==> src/rtl/seq_det_ctrl_if.sv <==
// Host/config, serial-input and status bundle for seq_det_ctrl.
// master = host side driving config/start/stream, slave = detector.
interface seq_det_ctrl_if #(
  parameter int PW = 5,
  parameter int CW = 8
);
  logic          cfg_we;
  logic [PW-1:0] cfg_pattern;
  logic [3:0]    cfg_len;
  logic          cfg_overlap;
  logic [CW-1:0] cfg_target;
  logic          start;
  logic          abort;
  logic          in_valid;
  logic          in;
  logic          busy;
  logic          match;
  logic [CW-1:0] match_cnt;
  logic          done;
  logic          cfg_err;

  modport master (
    output cfg_we, cfg_pattern, cfg_len, cfg_overlap, cfg_target,
    output start, abort, in_valid, in,
    input  busy, match, match_cnt, done, cfg_err
  );

  modport slave (
    input  cfg_we, cfg_pattern, cfg_len, cfg_overlap, cfg_target,
    input  start, abort, in_valid, in,
    output busy, match, match_cnt, done, cfg_err
  );
endinterface

==> src/rtl/seq_det_ctrl.sv <==
// Programmable serial pattern detector with run control: match one cycle after the hit bit,
// done one cycle after the final match; the stream is qualified by in_valid, no stall path.
module seq_det_ctrl #(
  parameter int PW = 5,
  parameter int CW = 8
) (
  input  logic          clk,
  input  logic          rst,
  seq_det_ctrl_if.slave bus
);

  typedef enum logic [1:0] {IDLE, RUN, DONE} state_t;

  state_t        state;
  logic [PW-1:0] pat_q;
  logic [3:0]    len_q;
  logic          ovl_q;
  logic [CW-1:0] tgt_q;
  logic [PW-1:0] win;
  logic [3:0]    fill;
  logic [CW-1:0] cnt;
  logic          busy_q;
  logic          match_q;
  logic          done_q;
  logic          err_q;

  logic [3:0]    eff_len;
  logic [CW-1:0] eff_tgt;
  logic          legal;
  logic [PW-1:0] new_win;
  logic [PW-1:0] mask;
  logic [3:0]    fill_inc;
  logic [3:0]    fill_nxt;
  logic          hit;
  logic          last;

  // A same-cycle cfg_we is visible to start, so legality uses the incoming fields.
  always_comb begin
    eff_len  = bus.cfg_we ? bus.cfg_len    : len_q;
    eff_tgt  = bus.cfg_we ? bus.cfg_target : tgt_q;
    legal    = (eff_len != 4'd0) && (eff_len <= 4'(PW)) && (eff_tgt != '0);
    new_win  = {win[PW-2:0], bus.in};
    mask     = ~({PW{1'b1}} << len_q);
    fill_inc = fill + 4'd1;
    fill_nxt = (fill_inc > len_q) ? len_q : fill_inc;
    hit      = (fill_inc >= len_q) && ((new_win & mask) == (pat_q & mask));
    last     = ((cnt + CW'(1)) == tgt_q);
  end

  always_ff @(posedge clk or negedge rst) begin
    if (!rst) begin
      state   <= IDLE;
      pat_q   <= '0;
      len_q   <= 4'(PW);
      ovl_q   <= 1'b1;
      tgt_q   <= CW'(1);
      win     <= '0;
      fill    <= 4'd0;
      cnt     <= '0;
      busy_q  <= 1'b0;
      match_q <= 1'b0;
      done_q  <= 1'b0;
      err_q   <= 1'b0;
    end else begin
      match_q <= 1'b0;
      done_q  <= 1'b0;
      case (state)
        IDLE: begin
          if (bus.cfg_we) begin
            pat_q <= bus.cfg_pattern;
            len_q <= bus.cfg_len;
            ovl_q <= bus.cfg_overlap;
            tgt_q <= bus.cfg_target;
            err_q <= 1'b0;
          end
          if (bus.start) begin
            if (legal) begin
              state  <= RUN;
              busy_q <= 1'b1;
              win    <= '0;
              fill   <= 4'd0;
              cnt    <= '0;
              err_q  <= 1'b0;
            end else begin
              err_q  <= 1'b1;
            end
          end
        end
        RUN: begin
          // Abort wins over a completing bit: that bit is never evaluated.
          if (bus.abort) begin
            state  <= IDLE;
            busy_q <= 1'b0;
          end else if (bus.in_valid) begin
            win <= new_win;
            if (hit) begin
              match_q <= 1'b1;
              cnt     <= cnt + CW'(1);
              fill    <= ovl_q ? fill_nxt : 4'd0;
              if (last) begin
                state  <= DONE;
                busy_q <= 1'b0;
              end
            end else begin
              fill <= fill_nxt;
            end
          end
        end
        DONE: begin
          state  <= IDLE;
          done_q <= 1'b1;
        end
        default: begin
          state  <= IDLE;
          busy_q <= 1'b0;
        end
      endcase
    end
  end

  assign bus.busy      = busy_q;
  assign bus.match     = match_q;
  assign bus.match_cnt = cnt;
  assign bus.done      = done_q;
  assign bus.cfg_err   = err_q;

endmodule
==> src/flat_wrapper.sv <==
// flat-port wrapper written by rule: the top's interface ports become plain ports
module seq_det_ctrl_flat 
#(
  parameter int PW = 5,
  parameter int CW = 8
)
  (clk, rst, bus_cfg_we, bus_cfg_pattern, bus_cfg_len, bus_cfg_overlap, bus_cfg_target, bus_start, bus_abort, bus_in_valid, bus_in, bus_busy, bus_match, bus_match_cnt, bus_done, bus_cfg_err);
  seq_det_ctrl_if #(.PW(PW), .CW(CW)) bus_i ();
  input  logic clk;
  input  logic rst;
  input wire logic [$bits(bus_i.cfg_we)-1:0] bus_cfg_we;
  input wire logic [$bits(bus_i.cfg_pattern)-1:0] bus_cfg_pattern;
  input wire logic [$bits(bus_i.cfg_len)-1:0] bus_cfg_len;
  input wire logic [$bits(bus_i.cfg_overlap)-1:0] bus_cfg_overlap;
  input wire logic [$bits(bus_i.cfg_target)-1:0] bus_cfg_target;
  input wire logic [$bits(bus_i.start)-1:0] bus_start;
  input wire logic [$bits(bus_i.abort)-1:0] bus_abort;
  input wire logic [$bits(bus_i.in_valid)-1:0] bus_in_valid;
  input wire logic [$bits(bus_i.in)-1:0] bus_in;
  output wire logic [$bits(bus_i.busy)-1:0] bus_busy;
  output wire logic [$bits(bus_i.match)-1:0] bus_match;
  output wire logic [$bits(bus_i.match_cnt)-1:0] bus_match_cnt;
  output wire logic [$bits(bus_i.done)-1:0] bus_done;
  output wire logic [$bits(bus_i.cfg_err)-1:0] bus_cfg_err;
  assign bus_i.cfg_we = bus_cfg_we;
  assign bus_i.cfg_pattern = bus_cfg_pattern;
  assign bus_i.cfg_len = bus_cfg_len;
  assign bus_i.cfg_overlap = bus_cfg_overlap;
  assign bus_i.cfg_target = bus_cfg_target;
  assign bus_i.start = bus_start;
  assign bus_i.abort = bus_abort;
  assign bus_i.in_valid = bus_in_valid;
  assign bus_i.in = bus_in;
  assign bus_busy = bus_i.busy;
  assign bus_match = bus_i.match;
  assign bus_match_cnt = bus_i.match_cnt;
  assign bus_done = bus_i.done;
  assign bus_cfg_err = bus_i.cfg_err;
  seq_det_ctrl #(.PW(PW), .CW(CW)) u_core (.clk(clk), .rst(rst), .bus(bus_i));
endmodule
==> config.mk <==
export PLATFORM = sky130hd
export DESIGN_NAME = seq_det_ctrl_flat
export DESIGN_NICKNAME = d
export VERILOG_FILES = /design/src/rtl/seq_det_ctrl_if.sv /design/src/rtl/seq_det_ctrl.sv /design/src/flat_wrapper.sv
export SDC_FILE = /design/constraint.sdc
export NUM_CORES = 1
export LEC_CHECK = 0
export ABC_AREA = 1
export CAP_MARGIN = 0
export CORE_ASPECT_RATIO = 1.25
export CORE_MARGIN = 2
export CORE_UTILIZATION = 54
export DETAILED_ROUTE_END_ITERATION = 16
export PLACE_DENSITY = 0.85
export SKIP_CTS_REPAIR_TIMING = 1
export SYNTH_ARGS = -nofsm -noshare
export SYNTH_HDL_FRONTEND = slang
export SYNTH_SLANG_ARGS = --single-unit
==> constraint.sdc <==
create_clock -name clk -period 2.5 [get_ports clk]
set_clock_uncertainty 0.2 [all_clocks]
set_input_delay 0.5 -clock clk [delete_from_list [all_inputs] [get_ports clk]]
set_output_delay 0.5 -clock clk [all_outputs]
set_load 0.02 [all_outputs]
Word-level counts from Yosys, hierarchy flattened
Cells that the tools add are included.
- add/subtract/negate cells: 2
- multipliers: 0
- divide/modulo/power cells: 0
- order comparisons: 3
- eq/ne operators: 12
- shift operators: 1
- multiplexer cells: 43
- bitwise logic cells: 4
- reductions and logical operators: 14
- operators with widths (operator ; count):
    $mux W4 ; 12
    $mux W8 ; 6
    $pmux W4 S2 ; 2
    $pmux W8 S2 ; 1
    $mux W1 ; 14
    $mux W2 ; 6
    $reduce_and A6 Y1 ; 2
    $and A5 B5 Y5 ; 2
    $reduce_and A5 Y1 ; 2
    $add A8 B1 Y8 const B ; 1
    $eq A8 B8 Y1 ; 1
    $reduce_bool A8 Y1 ; 1
    $ne A2 B2 Y1 const B ; 3
    $ne A3 B2 Y1 const B ; 2
    $eq A5 B5 Y1 ; 1
    $not A5 Y5 ; 1
    $shl A5 B4 Y5 const A ; 1
    $add A4 B1 Y4 const B ; 1
    $ge A4 B4 Y1 ; 1
    $gt A4 B4 Y1 ; 1
    $le A4 B3 Y1 const B ; 1
    $ne A2 B1 Y1 const B ; 2
    $pmux W2 S2 ; 1
    $reduce_and A2 Y1 ; 2
    other kinds (9) ; 12
- bits in registers: 40
- bits in latches: 0
- RAM bits: 0
- bits in read-only memories: 0
- input bits: 25
- output and inout bits: 12
- memories kept: 0

Logic depth before layout (Yosys ltp)
Gate-level depths: netlist (run 1).
- depth in word-level cells: 9
- mapped depth: 14
- depth with buffers taken out: 14

Worst setup path before layout (run 1)
Ideal clock, no wire load.
- path type: register to register
- start: reg u_core.fill[0]
- end: reg u_core.busy_q (netlist: u_core.bus.busy)
- library setup time: 0.120 ns
- arrival: 1.816 ns
- required time: 2.180 ns
- path slack: 0.364 ns
- stages on the path, launching flop included: 15
- buffers on the path: 0
- cell sequence: dfrtp_1 ha_1 xor2_1 ha_1 nand2_1 inv_1 o21ai_0 nand3_1 nand3_4 nor2_4 nand3_2 nand2_1 nand2_1 nand2_1 nand2_1
- word-level cells in the longest chain between the ends: 5
- RTL lines (what ; line ; RTL):
    start: declaration ; seq_det_ctrl.sv:20 ; logic [3:0] fill;
    start signal: assignment ; seq_det_ctrl.sv:99 ; fill <= ovl_q ? fill_nxt : 4'd0;
    start signal: assignment ; seq_det_ctrl.sv:105 ; fill <= fill_nxt;
    $add A4 B1 Y4 ; seq_det_ctrl.sv:44 ; fill_inc = fill + 4'd1;
    $ge A4 B4 Y1 ; seq_det_ctrl.sv:46 ; hit = (fill_inc >= len_q) && ((new_win & mask) == (pat_q & mask));
    $logic_and A1 B1 Y1 ; seq_det_ctrl.sv:46 ;
    $ne A3 B2 Y1 (no line) ; n/a ;
    $reduce_and A6 Y1 (no line) ; n/a ;
    end signal: assignment ; seq_det_ctrl.sv:60 ; busy_q <= 1'b0;
    end signal: assignment ; seq_det_ctrl.sv:79 ; busy_q <= 1'b1;
    end signal: assignment ; seq_det_ctrl.sv:93 ; busy_q <= 1'b0;
    end: declaration ; seq_det_ctrl.sv:22 ; logic busy_q;
No other way between the ends.
A chain may end at the register's enable or synchronous reset.

Worst setup path in the final report (run 1)
- start: reg u_core.fill[0]
- end: reg u_core.cnt[1] (netlist: u_core.bus.match_cnt[1])
- word-level cells in the longest chain between the ends: 5
- RTL lines (what ; line ; RTL):
    $add A4 B1 Y4 ; seq_det_ctrl.sv:44 ;
    $ge A4 B4 Y1 ; seq_det_ctrl.sv:46 ;
    $logic_and A1 B1 Y1 ; seq_det_ctrl.sv:46 ;
    $ne A2 B1 Y1 (no line) ; n/a ;
    $reduce_and A6 Y1 (no line) ; n/a ;
    end signal: assignment ; seq_det_ctrl.sv:98 ; cnt <= cnt + CW'(1);
    end: declaration ; seq_det_ctrl.sv:21 ; logic [CW-1:0] cnt;
No other way between the ends.

==> results of run 1 <==
-- final timing paths --
kind                                startpoint                      end  slack (ns)
worst max-delay path            u_core.fill[0]  u_core.bus.match_cnt[1]        0.18
worst min-delay path              u_core.ovl_q             u_core.ovl_q        0.29
worst max register to register  u_core.fill[0]  u_core.bus.match_cnt[1]        0.18
worst min register to register    u_core.ovl_q             u_core.ovl_q        0.29
max in group asynchronous                  rst          u_core.tgt_q[0]        0.95
min in group asynchronous                  rst          u_core.tgt_q[2]        0.49
-- report_power, final --
part | switching, mW | internal, mW
Combinational | 0.677 | 0.414
Clock | 0.249 | 0.195
Sequential | 0.137 | 0.811
-- cell families after synthesis --
| family | synth area share |
|---|---|
| AO/OA/AOI/OAI | 0.0917 |
| XOR/XNOR | 0.0109 |
| adder cells (fa/ha/maj) | 0.0313 |
| buffers and inverters | 0.0829 |
| flip-flops | 0.419 |
| multiplexers | 0.0125 |
| AND/OR/NAND/NOR | 0.352 |
-- layout make-up --
cell class	instances	area, um2
clock buffer	5	68.8
clock inverter	3	18.8
fill	360	1410
inverter	46	178
multi-input combinational	228	1210
sequential	40	1010
tap	58	72.6
timing repair buffer	41	395
-- Yosys cell counts, types with 2 or more instances --
| master | count |
|---|---|
| ha_1 | 6 |
| dfstp_2 | 4 |
| nand3_1 | 26 |
| nor2_2 | 4 |
| a21oi_1 | 3 |
| o21ai_0 | 18 |
| mux2i_1 | 3 |
| o22ai_1 | 5 |
| xor2_1 | 3 |
| nand3_2 | 3 |
| nor2_4 | 5 |
| dfrtp_1 | 36 |
| inv_2 | 8 |
| nand2_4 | 2 |
| o21ai_1 | 6 |
| nand2_1 | 108 |
| nand2_2 | 3 |
| nor2_1 | 21 |
| o21ai_2 | 3 |
| inv_1 | 37 |
| buf_2 | 2 |
-- per-layer routing --
layer / wire length, um / part of all wire
met1: 2230 / 0.40
met2: 2930 / 0.53
met3: 243 / 0.044
met4: 126 / 0.023
met5: 0 / 0
-- worst min-delay path, stage by stage (launching register included) --
cell and delay [ns]:
dfstp_2 0.38, nand2_1 0.06, nand2_1 0.05
-- state kept, by name (all words and copies together) (netlist names) --
signal and flops:
u_core.fill 4, u_core.len_q 4, u_core.state 2, u_core.ovl_q 1, u_core.bus.done 1, u_core.bus.match_cnt 8, u_core.bus.busy 1, u_core.win 4
u_core.bus.match 1, u_core.pat_q 5, u_core.bus.cfg_err 1, u_core.tgt_q 8
==> key figures, run 1 <==
Final layout
  – Final instance area: between 2000 and 3000 um2
  – Final Non-Filler Cells: 421
  – Diode count: 0
  – Area grow syn2layout: 22.8%
  – Commonest non-fill, non-tap cell in the layout: nand2_1
  – Final #Nets: 393
  – Final core area utilization: 0.676
  – Most frequent cells in the layout: nand2_1 (108), inv_1 (37), dfrtp_1 (36)
  – Layout cells sized above 1: 0.143

Routing
  – WL final: approximately 5500 um
  – Antenna-violating nets left: 0
  – DR vias/cell: 5.24
  – Wire length per cell: 13.1 um
  – DRT iter0 DRCs: 149
  – DR vias: 2208
  – Residual DRC: 0
  – Drt first pass iters: 4

Global routing
  – First-pass GRT wire length: a little under 10000 um
  – Remaining global-route overflow: 0
  – Gr busiest metal: met2
  – GR Util met3: 0.0444
  – Tot GR Track Use: 0.248
  – Number of global-route vias before repair: approximately 2200
  – Initial antenna violation count: 0
  – GR Util met2: 0.449
  – Pin count of the biggest net entering global routing: 23
  – GR Layer Usage met1: 0.280

Floorplan
  – Core ar.: 4360 um2
  – Initial Util: 0.551
  – Ports: 37
  – Site Rows: 27
  – Chip width: 63.6 um
  – Chip height: between 70 and 80 um
  – Die Area: 5000 um2

Worst setup path
  – Reg2Reg Depth: 12
  – CP max FO: 8
  – Crit start category: flip-flop
  – Slowest stage delay, CP: 0.44 ns
  – Slowest cell on crit path: dfrtp_1
  – CP Capture Type: flip-flop
  – Setup CP Type: reg2reg
  – CP Data Required Time: 2.54 ns
  – Crit-path cells: ha_1 -> xor2_2 -> ha_1 -> nand2_1 -> inv_1 -> o21ai_1 -> nand3_2 -> nand3_4 -> nand2_2 -> nand2_4 -> nand2_1 -> nand2_1
  – Worst EP arrival: 2.36 ns
  – CP top delay family: simple AND/OR/NAND/NOR gates
  – Worst Path Buf+Inv: 1
  – CP dominant cell by count: nand2_1
  – Critical path depth: 12

STA
  – Final hold vios: 0
  – Fin crit period: approximately 2.3 ns
  – FMAX: 0.431 GHz
  – Final hold slack: 0.290 ns
  – Worst-margin pin slew: 0.523 ns
  – Setup TNS: 0 ns
  – Final worst path period share: 0.928
  – Final WS setup: 0.180 ns
  – Endpoints failing setup: 0
  – Final number of max-transition violations: 0
  – Relative slew slack: 0.651

Pwr
  – Overall power: ~2.5 mW
  – Lkg Pwr: about 1.5 nW
  – Power Dens Cells: 842 nW/um2
  – Worst IR Drop VDD: 0.613 mV

Logic synthesis
  – Synth Flop Type: dfrtp_1
  – Mapped Area: 2400 um2
  – Asr flop ratio synth: 1.00
  – Mapped Avg Cell Area: 7.57 um2
  – Synthesized flop and latch total: 40
  – Unique cell type count in the Yosys netlist: 32
  – Seq/Total Area, Yosys: 0.419
  – Ys Warns: 0
  – Area leader, netlist: dfrtp_1
  – Post-synth top area share: 0.375
  – Syn Inst Count: 317
  – Syn Nets: 348
  – Number of synthesized flops with an enable pin: 0
  – Top post-synthesis cells by area: dfrtp_1 (38%), nand2_1 (17%), inv_1 (5.8%), nand3_1 (5.4%), dfstp_2 (4.4%)

Clock tree
  – CTS Buf Count: 5
  – CTS clk-pin slew, worst paths: 0.09 ns
  – Latest clock arrival within the worst-skew pair: ~0.30 ns
  – Clock root cell: clkbuf_8
  – Max clock buf depth: 2
  – H-tree Lvls: 2
  – TritonCTS clock tree: built
  – CTS Sinks: 40

Placed design
  – Half-perimeter wire length after placement: 4350 um
  – DP Worst Slack: -0.0178 ns
  – Final Wtd Congestion: 0.969
  – Placed cell count: 412
  – # port buffers: 36
  – DP Area: 2840 um2

Min path
  – Hold Crit Depth: 2
  – Hold crit path type: reg2reg

Run
  – Max-Cap Viols: 0

Run status
  – Status: complete, no violations
No activity file was read; power rests on OpenSTA's default activity.
==> inputs of run 2 (changes only) <==
CORE_ASPECT_RATIO = 0.7   (was 1.25)
==> key figures, run 2 (same netlist as run 1, synthesis figures left out) <==
Run status
  – Status: complete, no violations

Pwr
  – Internal power: 1.51 mW (+6.4%)
  – Clock share of power: 0.208 (+0.029)
  – Lkg Pwr: 1.47 nW (-0.48%)
  – Worst IR Drop VDD: 0.557 mV (-9.2%)
  – Comb pwr share: 0.423 (-0.016)
  – Sequential power share: 0.369 (-0.013)
  – Net Sw Frac: 0.409 (-0.0193)
  – Sw Pwr: 1.04 mW (-1.7%)
  – Power Dens Cells: 870 nW/um2 (+3.3%)

Run
  – Max-Cap Viols: 0 (unchanged)

STA
  – Worst-margin pin slew: 0.512 ns (-0.0111 ns)
  – Final worst path period share: 0.926 (-0.00196)
  – Relative slew slack: 0.659 (+0.00743)
  – Endpoints failing setup: 0 (unchanged)
  – Final hold vios: 0 (unchanged)
  – Final number of max-transition violations: 0 (unchanged)
  – FMAX: 0.432 GHz (+0.21%)
  – Fin crit period: 2.31 ns (-0.00490 ns)
  – RSZ-0062 raised after global routing: no
  – Setup TNS: 0 ns (unchanged)

Routing
  – Drt first pass iters: 5 (+1)
  – Residual DRC: 0 (unchanged)
  – DR vias/cell: 5.19 (-1.0%)
  – WL final: 5560 um (+0.47%)
  – DRT iter0 DRCs: 153 (+2.7%)
  – Wire length per cell: 13.4 um (+1.7%)
  – Antenna-violating nets left: 0 (unchanged)
  – DR vias: 2159 (-2.2%)

Floorplan
  – Chip height: 59.8 um (-24%)
  – Site Rows: 20 (-26%)
  – Initial Util: 0.558 (+0.00689)
  – Core ar.: 4300 um2 (-1.2%)
  – Die Area: 5000 um2 (+0.11%)
  – Chip width: 83.7 um (+32%)
  – Ports: 37 (unchanged)

Final layout
  – Diode count: 0 (unchanged)
  – Commonest non-fill, non-tap cell in the layout: nand2_1
  – Fillcell total: 360 (unchanged)
  – Layout cells sized above 1: 0.136 (-0.00752)
  – Area grow syn2layout: 22.4%
  – Most frequent cells in the layout: nand2_1 (108), inv_1 (37), dfrtp_1 (36)
  – Final instance area: 2940 um2 (-0.34%)
  – Final #Nets: 391 (-0.51%)

Global routing
  – GR Layer Usage met1: 0.358 (+0.0775)
  – Tot GR Track Use: 0.238 (-0.00974)
  – Pin count of the biggest net entering global routing: 41 (+78%)
  – First-pass GRT wire length: 9230 um (-4.7%)
  – Gr busiest metal: met1
  – Remaining global-route overflow: 0 (unchanged)
  – Number of global-route vias before repair: 1922 (-13%)
  – GR Util met3: 0.0497 (+0.00531)
  – GR Util met2: 0.351 (-0.0986)
  – Initial antenna violation count: 0 (unchanged)

Placed design
  – Half-perimeter wire length after placement: 4360 um (+0.15%)
  – Final Wtd Congestion: 0.878 (-9.4%)
  – DP Area: 2830 um2 (-0.40%)
  – # port buffers: 36 (unchanged)

Clock tree
  – TritonCTS clock tree: built
  – CTS Sinks: 40 (unchanged)
  – Clock root cell: clkbuf_8
  – Latest clock arrival within the worst-skew pair: 0.30 ns (about the same)
  – Max clock buf depth: 2 (unchanged)
  – CTS clk-pin slew, worst paths: 0.09 ns (about the same)
  – CTS Buf Count: 5 (unchanged)
  – H-tree Lvls: 2 (unchanged)

Worst setup path
  – CP Data Required Time: 2.49 ns (-0.05 ns)
  – CP max FO: 5 (-3)
  – Worst EP arrival: 2.31 ns (-0.05 ns)
  – Setup CP Type: reg2reg
  – CP Capture Type: flip-flop
  – Crit start category: flip-flop

Min path
  – Hold crit path type: in2async
==> run 2: final cells by class <==
cell class              instances  area, um2  share of cell area
clock buffers                   5       68.8              0.0234
clock inverters                 3       42.5              0.0145
inverters                      46        178              0.0605
multi-input cells             228       1200               0.407
flip-flops and latches         40       1010               0.342
well taps                      55       68.8              0.0234
repair buffers                 39        378               0.129
==> run 2: metal layers <==
layer / routed length [um] / up-vias
met1: 2750 / 980
met4: 48 / 0
met3: 418 / 7
met5: 0 / -
li1: - / 1087
met2: 2330 / 85
==> run 2: worst max-delay path, stage by stage (launching register included) <==
cell     delay [ns]
dfrtp_1        0.43
ha_1           0.22
xor2_1         0.16
ha_1           0.28
nand2_1        0.05
inv_1          0.06
nand3_1        0.08
nand3_1        0.14
nand3_4        0.14
nor2_4         0.11
nand3_2        0.08
nand2_1        0.09
nand2_1        0.05
nand2_1        0.06
nand2_1        0.05
==> run 2: power groups by stage <==
stage	registers (mW)	clock network (mW)	logic (mW)
after floorplan	0.941	0	0.773
after global placement	0.948	0	1.01
after detailed placement	0.950	0	1.07
after CTS	0.941	0.539	1.07
after global routing	0.962	0.562	1.21
final	0.943	0.531	1.08
==> run 2: final timing paths <==
check | from | endpoint | slack, ns | depth (start not counted)
setup reg to reg | u_core.fill[0] | u_core.bus.busy | 0.19 | 14
max in group asynchronous | rst | u_core.ovl_q | 1.67 | 2
hold reg to reg | u_core.ovl_q | u_core.ovl_q | 0.28 | 2
min in group clk | u_core.ovl_q | u_core.ovl_q | 0.28 | 2
hold / removal | rst | u_core.bus.match | 0.04 | 2
setup / recovery | u_core.fill[0] | u_core.bus.busy | 0.19 | 14
==> run 2: metrics by stage <==
step | instances | total power, mW | util | worst slack [ns] | hold slack (ns)
after floorplan | 317 | 1.71 | - | 0.364 | 0.00441
after global placement | 408 | 1.96 | 0.657 | 0.0906 | 0.272
after detailed placement | 408 | 2.02 | 0.657 | -0.0281 | 0.272
after CTS | 416 | 2.55 | 0.683 | 0.166 | 0.0735
after global routing | 416 | 2.73 | 0.683 | 0.00607 | 0.0906
final | 416 | 2.55 | 0.683 | 0.185 | 0.0430
==> inputs of run 3 (changes only) <==
GPL_ROUTABILITY_DRIVEN = 0   (was default)
clock period = 2.2 ns   (was 2.5 ns; I/O delays follow)
==> key figures, run 3 (same netlist as run 1, synthesis figures left out) <==
Run status
  – Status: finished with violations
  – Failing checks: setup timing

Worst setup path
  – Reg-to-reg slack, setup: -0.05 ns (-0.24 ns)
  – CP Data Required Time: 2.24 ns (-0.25 ns)
  – RR Startpoint: u_core.fill[0]
  – Worst Setup EP: u_core.bus.match_cnt[2]
  – CP Capture Type: flip-flop
  – Worst EP arrival: 2.29 ns (-0.02 ns)
  – Crit path launch: u_core.fill[0]
  – Reg2Reg Depth: 12 (-2)
  – Setup CP Type: reg2reg
  – CP max FO: 4 (-1)
  – Worst R2R End: u_core.bus.match_cnt[2]
  – Crit start category: flip-flop

Pwr
  – Worst IR Drop VDD: 0.654 mV (+17%)
  – Internal power: 1.80 mW (+19%)
  – Overall power: 3.02 mW (+18%)
  – Net Sw Frac: 0.405 (-0.00421)
  – Sequential power share: 0.350 (-0.019)
  – Clock share of power: 0.197 (-0.011)
  – Power Dens Cells: 978 nW/um2 (+13%)
  – Comb pwr share: 0.453 (+0.030)
  – Lkg Pwr: 1.55 nW (+5.5%)
  – Sw Pwr: 1.22 mW (+17%)

Final layout
  – Most frequent cells in the layout: nand2_1 (106), inv_1 (36), dfrtp_1 (36)
  – Final #Nets: 406 (+3.8%)
  – Diode count: 0 (unchanged)
  – Area grow syn2layout: 28.6%
  – Layout cells sized above 1: 0.186 (+0.0504)
  – Commonest non-fill, non-tap cell in the layout: nand2_1

Global routing
  – Tot GR Track Use: 0.259 (+0.0214)
  – Remaining global-route overflow: 0 (unchanged)
  – Number of global-route vias before repair: 2155 (+12%)
  – Pin count of the biggest net entering global routing: 22 (-46%)
  – First-pass GRT wire length: 9960 um (+7.9%)
  – Initial antenna violation count: 0 (unchanged)

STA
  – RSZ-0062 raised after global routing: yes
  – Final number of max-transition violations: 0 (unchanged)
  – Worst-margin pin slew: 0.496 ns (-0.0164 ns)
  – Relative slew slack: 0.669 (+0.0109)
  – Fin crit period: 2.25 ns (-0.0598 ns)
  – Final hold slack: 0.283 ns (+0.239 ns)
  – Final WS setup: -0.0548 ns (-0.240 ns)
  – Final hold vios: 0 (unchanged)
  – FMAX: 0.444 GHz (+2.7%)
  – Endpoints failing setup: 5 (+5)
  – Final worst path period share: 1.02 (+0.0991)

Floorplan
  – Initial Util: 0.558 (unchanged)
  – Site Rows: 20 (unchanged)
  – Chip height: 59.8 um (unchanged)
  – Core ar.: 4300 um2 (unchanged)
  – Chip width: 83.7 um (unchanged)
  – Die Area: 5000 um2 (unchanged)
  – Ports: 37 (unchanged)

Routing
  – DRT iter0 DRCs: 185 (+21%)
  – DR vias: 2230 (+3.3%)
  – DR vias/cell: 5.17 (-0.31%)
  – Drt first pass iters: 5 (unchanged)
  – Residual DRC: 0 (unchanged)
  – Antenna-violating nets left: 0 (unchanged)
  – Wire length per cell: 13.9 um (+4.3%)
  – WL final: 6000 um (+8.0%)

Clock tree
  – Latest clock arrival within the worst-skew pair: 0.29 ns (about the same)
  – CTS Buf Count: 5 (unchanged)
  – TritonCTS clock tree: built
  – Max clock buf depth: 2 (unchanged)
  – Clock root cell: clkbuf_8
  – H-tree Lvls: 2 (unchanged)
  – CTS clk-pin slew, worst paths: 0.08 ns (about the same)
  – CTS Sinks: 40 (unchanged)

Run
  – Max-Cap Viols: 0 (unchanged)

Placed design
  – Half-perimeter wire length after placement: 4530 um (+4.0%)
  – # port buffers: 36 (unchanged)

Min path
  – Hold Crit Depth: 2
  – Hold crit path type: reg2reg
run 3: cell count changes in the layout (fill, tap and decap cells not counted), sizes merged:
| cell | before | now |
|---|---|---|
| buf | 4 | 18 |
| dlygate4sd3 | 0 | 1 |
run 3: layer usage:
layer	vias up	track usage	share of wire
met3	9	0.0552	0.077
met1	1016	0.365	0.48
li1	1118	-	-
met4	0	0.0876	0.014
met2	87	0.406	0.43
met5	-	0	0
run 3: worst min path at each step:
stage                          startpoint                      end  slack [ns]
final                     u_core.bus.busy          u_core.bus.busy        0.28
after global routing         u_core.ovl_q             u_core.ovl_q        0.31
after CTS                             rst          u_core.pat_q[0]       -0.09
after detailed placement              rst  u_core.bus.match_cnt[0]        0.22
after global placement                rst  u_core.bus.match_cnt[1]        0.23
after floorplan                       rst          u_core.bus.busy       -0.06
run 3: worst max-delay path, cell delays in order, from the launching register on:
cell and delay [ns]:
dfrtp_1 0.41, ha_2 0.19, xor2_1 0.15, ha_1 0.27
nand2_1 0.06, inv_2 0.06, nand3_2 0.08, nand3_2 0.11
nand3_4 0.12, buf_4 0.18, nor2_4 0.17, nand3_2 0.11
nand2_1 0.08
run 3: cell type report:
cell class / count / area (um2)
inverters: 46 / 178
well taps: 55 / 68.8
repair buffers: 54 / 505
fillers: 334 / 1220
clock inverters: 3 / 42.5
multi-input cells: 228 / 1220
clock buffers: 5 / 68.8
flip-flops and latches: 40 / 1010
run 3: power groups by stage:
| stage | logic [mW] | clock network, mW | registers, mW |
|---|---|---|---|
| floorplan | 0.879 | 0 | 1.07 |
| global placement | 1.24 | 0 | 1.06 |
| detailed placement | 1.29 | 0 | 1.06 |
| CTS | 1.30 | 0.601 | 1.05 |
| global route | 1.53 | 0.627 | 1.08 |
| finish | 1.37 | 0.596 | 1.06 |
run 3: metrics by stage:
stage | setup WS (ns) | cells | instance area [um2] | setup TNS, ns | utilization
floorplan | 0.0636 | 317 | 2400 | 0 | -
global placement | -0.114 | 420 | 2930 | -1.03 | 0.681
detailed placement | -0.197 | 420 | 2930 | -2.11 | 0.681
CTS | -0.136 | 428 | 3040 | -0.766 | 0.706
global route | -0.173 | 431 | 3090 | -1.76 | 0.717
finish | -0.0548 | 431 | 3090 | -0.116 | 0.717
